--- src/rtl/mem_arbiter_pkg.sv ---
// Shared encodings and types for the instruction/data memory arbiter.
package mem_arbiter_pkg;

  localparam int unsigned XLEN           = 32;
  localparam int unsigned BE_W           = XLEN / 8;
  localparam int unsigned FAIR_LIMIT_DEF = 4;

  localparam logic [1:0] LS_B = 2'd0;
  localparam logic [1:0] LS_H = 2'd1;
  localparam logic [1:0] LS_W = 2'd2;

  typedef enum logic [1:0] {
    ST_IDLE = 2'd0,
    ST_REQ  = 2'd1,
    ST_RESP = 2'd2,
    ST_ERR  = 2'd3
  } state_e;

  typedef struct packed {
    logic            owner_dm;
    logic            we;
    logic [XLEN-1:0] addr;
    logic [XLEN-1:0] wdata;
    logic [1:0]      size;
    logic            uns;
  } txn_t;

  // Halfwords need even addresses, words need 4-byte alignment.
  function automatic logic is_misaligned(input logic [1:0] size, input logic [1:0] off);
    case (size)
      LS_H:    return off[0];
      LS_W:    return off != 2'b00;
      default: return 1'b0;
    endcase
  endfunction

endpackage

--- src/rtl/mem_arbiter_lsu_align.sv ---
// Byte-lane steering: write enables, store replication and load extraction/extension.
module lsu_align
  import mem_arbiter_pkg::*;
(
  input  logic            fetch,
  input  logic [1:0]      size,
  input  logic [1:0]      off,
  input  logic            uns,
  input  logic [XLEN-1:0] wdata,
  input  logic [XLEN-1:0] rdata,
  output logic [BE_W-1:0] be,
  output logic [XLEN-1:0] wdata_rep,
  output logic [XLEN-1:0] load_data
);

  logic [XLEN-1:0] shifted;

  always_comb begin
    shifted   = rdata >> {off, 3'b000};
    be        = '1;
    wdata_rep = wdata;
    load_data = shifted;
    case (size)
      LS_B: begin
        be        = BE_W'(4'b0001 << off);
        wdata_rep = {4{wdata[7:0]}};
        load_data = uns ? {24'b0, shifted[7:0]} : {{24{shifted[7]}}, shifted[7:0]};
      end
      LS_H: begin
        be        = BE_W'(4'b0011 << off);
        wdata_rep = {2{wdata[15:0]}};
        load_data = uns ? {16'b0, shifted[15:0]} : {{16{shifted[15]}}, shifted[15:0]};
      end
      default: ;
    endcase
    if (fetch) be = '1;
  end

endmodule

--- src/rtl/mem_arbiter.sv ---
// Arbitrates fetch and data ports onto a single memory port, one access outstanding,
// with a starvation limit that eventually lets fetch past a stream of data requests.
module mem_arbiter
  import mem_arbiter_pkg::*;
#(
  parameter int unsigned FAIR_LIMIT = FAIR_LIMIT_DEF
) (
  input  logic            clock,
  input  logic            reset,
  input  logic            if_req,
  input  logic [XLEN-1:0] if_addr,
  output logic            if_gnt,
  output logic            if_rvalid,
  output logic [XLEN-1:0] if_rdata,
  input  logic            dm_req,
  input  logic            dm_we,
  input  logic [XLEN-1:0] dm_addr,
  input  logic [XLEN-1:0] dm_wdata,
  input  logic [1:0]      dm_size,
  input  logic            dm_unsigned,
  output logic            dm_gnt,
  output logic            dm_rvalid,
  output logic [XLEN-1:0] dm_rdata,
  output logic            dm_misaligned,
  output logic            mem_req,
  output logic            mem_we,
  output logic [XLEN-1:0] mem_addr,
  output logic [XLEN-1:0] mem_wdata,
  output logic [BE_W-1:0] mem_be,
  input  logic            mem_gnt,
  input  logic            mem_rvalid,
  input  logic [XLEN-1:0] mem_rdata,
  output logic            busy
);

  localparam int unsigned SW = (FAIR_LIMIT > 0) ? $clog2(FAIR_LIMIT + 1) : 1;

  state_e          state, state_nxt;
  txn_t            txn;
  logic [SW-1:0]   starve;
  logic            fetch_turn_c, grant_dm_c, grant_if_c, dm_mis_c;
  logic [BE_W-1:0] be_c;
  logic [XLEN-1:0] wdata_c, load_c;

  // Fetch overrides data only once it has been passed over FAIR_LIMIT times.
  assign fetch_turn_c = (FAIR_LIMIT > 0) && (starve == SW'(FAIR_LIMIT)) && if_req;
  assign grant_dm_c   = (state == ST_IDLE) && !reset && dm_req && !fetch_turn_c;
  assign grant_if_c   = (state == ST_IDLE) && !reset && if_req && !grant_dm_c;
  assign dm_mis_c     = is_misaligned(dm_size, dm_addr[1:0]);

  always_ff @(posedge clock) begin
    if (reset) state <= ST_IDLE;
    else       state <= state_nxt;
  end

  always_comb begin
    state_nxt = state;
    case (state)
      ST_IDLE: begin
        if (grant_dm_c)      state_nxt = dm_mis_c ? ST_ERR : ST_REQ;
        else if (grant_if_c) state_nxt = ST_REQ;
      end
      ST_REQ:  if (mem_gnt)    state_nxt = ST_RESP;
      ST_RESP: if (mem_rvalid) state_nxt = ST_IDLE;
      ST_ERR:  state_nxt = ST_IDLE;
      default: state_nxt = ST_IDLE;
    endcase
  end

  // Memory port is driven only while a request is in flight; otherwise all zeros.
  always_comb begin
    if_gnt    = grant_if_c;
    dm_gnt    = grant_dm_c;
    busy      = (state != ST_IDLE);
    mem_req   = 1'b0;
    mem_we    = 1'b0;
    mem_addr  = '0;
    mem_be    = '0;
    mem_wdata = '0;
    if (state == ST_REQ) begin
      mem_req   = 1'b1;
      mem_we    = txn.we;
      mem_addr  = {txn.addr[XLEN-1:2], 2'b00};
      mem_be    = be_c;
      mem_wdata = wdata_c;
    end
  end

  lsu_align u_align (
    .fetch     (!txn.owner_dm),
    .size      (txn.size),
    .off       (txn.addr[1:0]),
    .uns       (txn.uns),
    .wdata     (txn.wdata),
    .rdata     (mem_rdata),
    .be        (be_c),
    .wdata_rep (wdata_c),
    .load_data (load_c)
  );

  always_ff @(posedge clock) begin
    if (reset) begin
      txn           <= '0;
      starve        <= '0;
      if_rvalid     <= 1'b0;
      if_rdata      <= '0;
      dm_rvalid     <= 1'b0;
      dm_rdata      <= '0;
      dm_misaligned <= 1'b0;
    end else begin
      if_rvalid     <= 1'b0;
      dm_rvalid     <= 1'b0;
      dm_misaligned <= 1'b0;
      if (grant_dm_c) begin
        txn <= '{owner_dm: 1'b1, we: dm_we, addr: dm_addr, wdata: dm_wdata,
                 size: dm_size, uns: dm_unsigned};
        if (if_req && (starve != SW'(FAIR_LIMIT))) starve <= starve + SW'(1);
      end else if (grant_if_c) begin
        txn <= '{owner_dm: 1'b0, we: 1'b0, addr: if_addr, wdata: XLEN'(0),
                 size: LS_W, uns: 1'b0};
        starve <= '0;
      end
      if ((state == ST_RESP) && mem_rvalid) begin
        if (txn.owner_dm) begin
          dm_rvalid <= 1'b1;
          dm_rdata  <= txn.we ? XLEN'(0) : load_c;
        end else begin
          if_rvalid <= 1'b1;
          if_rdata  <= mem_rdata;
        end
      end
      if (state == ST_ERR) begin
        dm_rvalid     <= 1'b1;
        dm_misaligned <= 1'b1;
        dm_rdata      <= '0;
      end
    end
  end

endmodule

--- config.mk ---
export PLATFORM = sky130hd
export DESIGN_NAME = mem_arbiter
export DESIGN_NICKNAME = d
export VERILOG_FILES = /design/src/rtl/mem_arbiter_pkg.sv /design/src/rtl/mem_arbiter_lsu_align.sv /design/src/rtl/mem_arbiter.sv
export SDC_FILE = /design/constraint.sdc
export NUM_CORES = 1
export LEC_CHECK = 0
export CAP_MARGIN = 20
export CORE_MARGIN = 4
export CORE_UTILIZATION = 43
export CTS_CLUSTER_DIAMETER = 100
export DETAILED_ROUTE_END_ITERATION = 8
export PLACE_DENSITY = 0.82
export SLEW_MARGIN = 20
export SYNTH_ARGS = -nofsm -noshare
export SYNTH_HDL_FRONTEND = slang
export SYNTH_SLANG_ARGS = --single-unit
--- constraint.sdc ---
create_clock -name clock -period 2.1 [get_ports clock]
set_clock_uncertainty 0.15 [all_clocks]
set_input_delay 0.42 -clock clock [delete_from_list [all_inputs] [get_ports clock]]
set_output_delay 0.42 -clock clock [all_outputs]
set_load 0.1 [all_outputs]
==> results of run 1 <==
worst max-delay path: stages (launching register included):
cell and delay, ps:
dfxtp_4 480, or2_4 290, nand2_2 110, a21oi_4 180, buf_12 190
power by group through the flow:
stage,combinational (mW),sequential (mW),clock (mW)
after floorplan,1.29,3.04,0
after global placement,2.30,2.95,0
after detailed placement,2.33,2.96,0
after CTS,2.49,2.92,3.22
after global routing,2.81,2.94,3.34
final,2.70,2.93,3.21
sequential cells by signal, indices dropped and copies added (netlist names):
signal,count
state,2
if_rvalid,1
dm_rvalid,1
if_rdata,32
dm_misaligned,1
starve,3
dm_rdata,32
txn,69
through the flow:
stage / setup WS, ps / area [µm²] / hold slack (ps) / setup TNS [ps]
2_1_floorplan: -242 / 6770 / 299 / -242
3_3_place_gp: -199 / 10600 / 293 / -3890
3_5_place_dp: -250 / 10600 / 299 / -5590
4_1_cts: -136 / 11700 / 270 / -5830
5_1_grt: -186 / 12000 / 322 / -8750
6_report: -146 / 12000 / 298 / -5420
timing repair:
action,in CTS,in global routing
setup endpoints to repair,70,69
setup buffers,16,8
gates resized for setup,69,56
hold buffers,0,0
cloned,3,7
pin swaps,17,26
endpoints found under the hold margin,0,0
layout by cell type, fill, tap and decap left out, types with 3 or more instances in the layout:
cell,synthesis,final
clkdlybuf4s50_1,0,135
inv_1,8,5
ha_1,4,3
clkinv_2,0,4
nand2_1,105,89
a21oi_1,66,45
a22o_1,8,8
mux2i_4,0,9
and2_4,0,34
nand2_4,0,3
nor2_2,0,4
a211o_1,8,8
a21oi_4,0,12
a21oi_2,0,9
mux2i_1,40,31
nor2_1,148,126
buf_4,2,110
or3_1,3,3
nor2_4,0,19
and2_2,0,5
nor3_1,31,31
buf_6,1,5
nor4_1,32,32
a32oi_1,9,9
o21ai_0,11,10
clkbuf_16,0,21
buf_12,0,97
bufinv_16,0,4
a22oi_1,36,36
clkinv_4,0,3
buf_16,0,3
nand2_2,0,13
dfxtp_1,141,133
dfxtp_2,0,3
dfxtp_4,0,5
a221o_1,8,8
cell families (layout without fill, tap and decap cells):
group | Yosys count | in the layout | share of synthesized area [%]
AOI/OAI and AO/OA | 156 | 156 | 16.4
xor gates and xnor gates | 1 | 1 | 0.137
adders and majority gates | 4 | 4 | 0.784
buffers and inverters | 81 | 397 | 5.19
DFF | 141 | 141 | 44.2
muxes | 40 | 40 | 6.27
other | 1 | 3 | 0.0587
and+or+nand+nor | 379 | 380 | 26.9
per-layer routing:
layer	up-vias	wire, µm	global-route usage, %
met3	96	2820	9.86
met1	3602	9860	33.3
li1	3390	-	-
met5	-	0	0
met4	0	1180	14.3
met2	438	13300	49.4
final cells by class:
cell class	instances	area [µm²]	area share, %
clock buffer	18	429	3.57
sequential	141	2850	23.7
inverter	9	51.3	0.427
tap	184	230	1.91
antenna	1	2.50	0.0208
timing repair buffer	356	4390	36.5
clock inverter	14	190	1.58
multi-input combinational	583	3890	32.4
path summary, 6_finish.rpt:
path / to
setup reg to reg: dm_rdata[15]$_SDFFE_PP0P_
hold reg to reg: if_rdata[24]$_SDFFE_PP0P_
hold / removal: if_rdata[25]$_SDFFE_PP0P_
setup / recovery: mem_wdata[8]
==> results.py, run 1 <==
metrics = {
    "outcome": {
        "outcome": "complete, but fails checks",
        "violated_checks": "negative setup slack",
    },
    "cells_and_area": {
        "final_layout_size_suffix_gt1_share_pct": 34.2,
        "layout-area-overhead-vs-synth_pct": 88.3,
        "layout.cells.non_filler": 1306,
        "filler_cell_count": 832,
        "layout.core_utilization_pct": 82.7,
        "final_net_count": 1250,
    },
    "clock_tree": {
        "cts_made_buffers": 17,
        "cts_num_sinks": 141,
        "worst_skew_pair.late_latency_ps": 430,
        "cts_max_path_buffers": 2,
        "cts_tree": "done",
        "ctsRootBufferMaster": "clkbuf_16",
        "clkTransAtPathRegs_ps": 60,
        "cts_htree_levels": 4,
    },
    "die": {
        "top_level_ports": 278,
        "initial_core_util_pct": 43.9,
        "die_y_um": 130,
        "std_cell_rows": 44,
        "die_width_um": 130,
        "die_area_um2": 16900,
        "core_um2": 14500,
    },
    "global_routing": {
        "grt_first_pass_wirelength_mm": 38.6,
        "grt-ovfl-total": 0,
        "via_count_of_the_first_global_routing_pass": 7282,
        "maximum_number_of_pins_on_one_net_before_global_route_repair": 67,
        "grt_antenna_before_repair": 1,
        "groute.usage.overall_pct": 29.3,
    },
    "routing": {
        "drt_pre_antenna_iters": 6,
        "first_iter_violations": 620,
        "dr_total_vias": 7526,
        "drt-total-wl_mm": 27.1,
        "drc": 0,
        "routedWlPerCell_um": 20.8,
        "drtAntennaViolNets": 0,
        "via_per_inst": 5.76,
    },
    "logic_synthesis": {
        "yosys_warnings": 0,
        "netlist.top_cell.by_area": "dfxtp_1",
        "synth_cell_types": 47,
        "synth_async_sr_flop_share_pct": 0,
        "post_synth_edffs": 0,
        "synth-seq-cells": 141,
        "ys_seq_area_share_pct": 44.2,
        "synthMostInstantiatedCell": "nor2_1",
        "yosys-top-cells-count": "148 x nor2_1, 141 x dfxtp_1, 105 x nand2_1, 66 x a21oi_1, 53 x clkbuf_1",
        "netlist_top_cells_area": "dfxtp_1 44%, nor2_1 8.7%, mux2i_1 6.3%, nand2_1 6.2%, a21oi_1 5.2%",
        "syn-cell-area_um2": 6380,
        "synth_top_flop_cell": "dfxtp_1",
        "synth_top_area_share_pct": 44.2,
        "post_synth_inst_count": 803,
        "synth.avg_cell_area_um2": 7.95,
    },
    "worst_setup_path": {
        "worstPathMaxFanout": 8,
        "worst_r2r_path_depth": 7,
        "reg2reg_setup_slack_ps": 90,
        "worst_setup_path_category": "register to output pin",
        "crit_arrival_ps": 1680,
        "crit_path_capture_type": "output pin",
        "crit_required_ps": 1530,
        "crit_path_start_kind": "register",
        "cp-startpoint": "txn[2]$_SDFFE_PP0P_",
        "reg2reg_from": "txn[36]$_SDFFE_PP0P_",
    },
    "sta": {
        "worst-slew-pin-transition_ps": 733,
        "final_period_minus_worst_setup_slack_ps": 2250,
        "setup_violations": 69,
        "rsz0062_at_grt": "true",
        "min_period_over_period_pct": 107,
        "slew_headroom_pct": 51.2,
        "report.final.hold_viol_count": 0,
        "final-max-slew-violation-count": 0,
        "worst_slack_setup_final_ps": -146,
        "fmax_ghz": 0.445,
    },
    "power": {
        "switching_share_pct": 33.0,
        "power-per-cell-area_nw_per_um2": 735,
        "power.net_switching_mw": 2.92,
        "power.leakage_nw": 4.74,
        "share_of_total_power_in_combinational_logic_pct": 30.6,
        "p_seq_share_pct": 33.1,
        "total_power_mw": 8.84,
        "peak_supply_drop_mv": 0.705,
        "cell_internal_pwr_mw": 5.92,
        "power.clock.fraction_pct": 36.3,
    },
    "run": {
        "max_cap_violations": 0,
    },
    "place": {
        "numPlacedInstances": 1239,
        "routabilityCongestion": 0.930,
        "dp.final_hpwl_mm": 17.7,
        "port_buffers": 275,
    },
    "worst_hold_path": {
        "min_from": "reset",
        "hold-path-cell-count": 3,
        "holdCritPathClass": "input pin to register",
    },
}
Note: power is estimated with default switching activity, not from simulation.
==> run 2: changes to the inputs <==
--- a/config.mk
+++ b/config.mk
@@ -10,6 +10,7 @@
 export CORE_UTILIZATION = 43
 export CTS_CLUSTER_DIAMETER = 100
 export DETAILED_ROUTE_END_ITERATION = 8
+export GPL_TIMING_DRIVEN = 0
 export PLACE_DENSITY = 0.82
 export SLEW_MARGIN = 20
 export SYNTH_ARGS = -nofsm -noshare
==> results.py, run 2 (synthesis results as in run 1) <==
metrics = {
    "outcome": {
        "outcome": "complete, but fails checks",
        "violated_checks": "negative setup slack",
    },
    "sta": {
        "worst-slew-pin-transition_ps": 849,
        "fin_hold_ws_ps": 303,
        "rsz0062_at_grt": "true",
        "worst_slack_setup_final_ps": -260,
        "report.final.hold_viol_count": 0,
        "fmax_ghz": 0.424,
        "setup_violations": 70,
        "min_period_over_period_pct": 112,
        "final-max-slew-violation-count": 0,
        "final_period_minus_worst_setup_slack_ps": 2360,
        "slew_headroom_pct": 43.0,
    },
    "die": {
        "initial_core_util_pct": 43.9,
        "die_y_um": 130,
        "std_cell_rows": 44,
        "top_level_ports": 278,
        "die_width_um": 130,
        "core_um2": 14500,
        "die_area_um2": 16900,
    },
    "cells_and_area": {
        "layout-area-overhead-vs-synth_pct": 92.4,
        "largest_register_ffs": 69,
        "filler_cell_count": 772,
        "layout.cells.most_common": "clkdlybuf4s50_1",
        "mostFrequentLayoutCells": "135 x clkdlybuf4s50_1, 134 x dfxtp_1, 124 x nor2_1",
        "register_ranked_first_by_flip_flop_count": "txn",
        "largest_registers": "txn (69), dm_rdata (32), if_rdata (32)",
        "final_net_count": 1280,
        "final_layout_size_suffix_gt1_share_pct": 33.7,
    },
    "routing": {
        "drc": 0,
        "via_per_inst": 5.94,
        "dr_total_vias": 7935,
        "drt_pre_antenna_iters": 5,
        "routedWlPerCell_um": 23.2,
        "drtAntennaViolNets": 0,
        "drt-total-wl_mm": 31.0,
        "first_iter_violations": 735,
    },
    "global_routing": {
        "groute.usage.overall_pct": 34.5,
        "maximum_number_of_pins_on_one_net_before_global_route_repair": 17,
        "via_count_of_the_first_global_routing_pass": 7873,
        "grt_antenna_before_repair": 1,
        "grt-ovfl-total": 0,
        "grt_first_pass_wirelength_mm": 44.5,
    },
    "clock_tree": {
        "ctsRootBufferMaster": "clkbuf_16",
        "cts_num_sinks": 141,
        "clkTransAtPathRegs_ps": 60,
        "worst_skew_pair.late_latency_ps": 420,
        "cts_tree": "done",
        "cts_made_buffers": 17,
        "cts_max_path_buffers": 2,
        "cts_htree_levels": 4,
    },
    "worst_hold_path": {
        "hold-path-cell-count": 2,
        "holdCritPathClass": "register to register",
        "min_delay_worst_endpoint": "if_rdata[1]$_SDFFE_PP0P_",
        "min_from": "if_rdata[1]$_SDFFE_PP0P_",
    },
    "worst_setup_path": {
        "reg2reg_setup_slack_ps": 70,
        "worst_setup_path_category": "register to output pin",
        "worstReg2RegEnd": "txn[16]$_SDFFE_PP0P_",
        "crit_arrival_ps": 1790,
        "reg2reg_from": "state[0]$_SDFFE_PP0P_",
        "crit_path_capture_type": "output pin",
        "worstPathMaxFanout": 7,
        "worst_r2r_path_depth": 7,
        "crit_path_start_kind": "register",
        "crit_required_ps": 1530,
    },
    "place": {
        "port_buffers": 274,
        "dp.final_hpwl_mm": 18.5,
        "routabilityCongestion": 0.907,
    },
    "power": {
        "total_power_mw": 9.05,
        "power-per-cell-area_nw_per_um2": 737,
        "power.leakage_nw": 4.64,
        "peak_supply_drop_mv": 0.702,
    },
    "run": {
        "max_cap_violations": 0,
    },
}
## run 2: timing repair
action	in CTS	in global routing
hold buffers	0	0
gates resized for setup	990	69
buffers inserted	27	11
setup endpoints to repair	229	126
cloned	9	1
pin swaps	38	22
## run 2: metrics by stage
step / cells / cell area (µm²) / setup WS (ps) / util (%) / setup TNS [ps]
4_1_cts: 1327 / 12100 / -226 / 83.0 / -8670
3_5_place_dp: 1262 / 9750 / -1690 / 67.1 / -129340
6_report: 1336 / 12300 / -260 / 84.5 / -9330
5_1_grt: 1336 / 12300 / -322 / 84.5 / -12630
2_1_floorplan: 804 / 6770 / -242 / - / -242
3_3_place_gp: 1262 / 9740 / -1660 / 67.0 / -122940
## run 2: power by group
part	total (mW)	internal [mW]	leakage [nW]	switching [mW]
Sequential	2.94	2.81	1.15	0.130
Combinational	2.85	1.17	3.20	1.68
Clock	3.27	2.05	0.289	1.22
Total	9.05	6.03	4.64	3.02
## run 2: final cells by class
cell class / instances / area (µm²) / area share [%]
diodes: 1 / 2.50 / 0.0204
clock buffers: 22 / 464 / 3.78
clock inverters: 10 / 163 / 1.32
inverters: 9 / 52.6 / 0.428
flip-flops and latches: 141 / 2840 / 23.1
repair buffers: 320 / 4020 / 32.7
well taps: 184 / 230 / 1.87
multi-input cells: 582 / 3930 / 32.0
repair inverters: 1 / 11.3 / 0.0917
plain buffers: 66 / 567 / 4.61
## run 2: critical path: stages (launching register included)
cell and delay, ps:
dfxtp_2 340, buf_8 140, clkbuf_16 160, mux2i_2 240, nor2_1 100, a21oi_2 160, nor2_4 60, buf_12 160
## run 2: how the worst max path moves through the flow
stage / start / endpoint / depth (start not counted)
5_1_grt: txn[1]$_SDFFE_PP0P_ / mem_wdata[25] / 7
3_3_place_gp: reset / dm_gnt / 7
6_report: txn[1]$_SDFFE_PP0P_ / mem_wdata[24] / 7
4_1_cts: txn[1]$_SDFFE_PP0P_ / mem_wdata[24] / 7
2_1_floorplan: if_req / if_gnt / 7
3_5_place_dp: reset / dm_gnt / 7
## run 2: layer usage
layer  vias up  wire length [µm]  track usage [%]
li1       3454                 -                -
met1      3771             11000             38.6
met2       575             15200             59.6
met3       135              3220             11.0
met4         0              1590             16.4
met5         -                 0                0
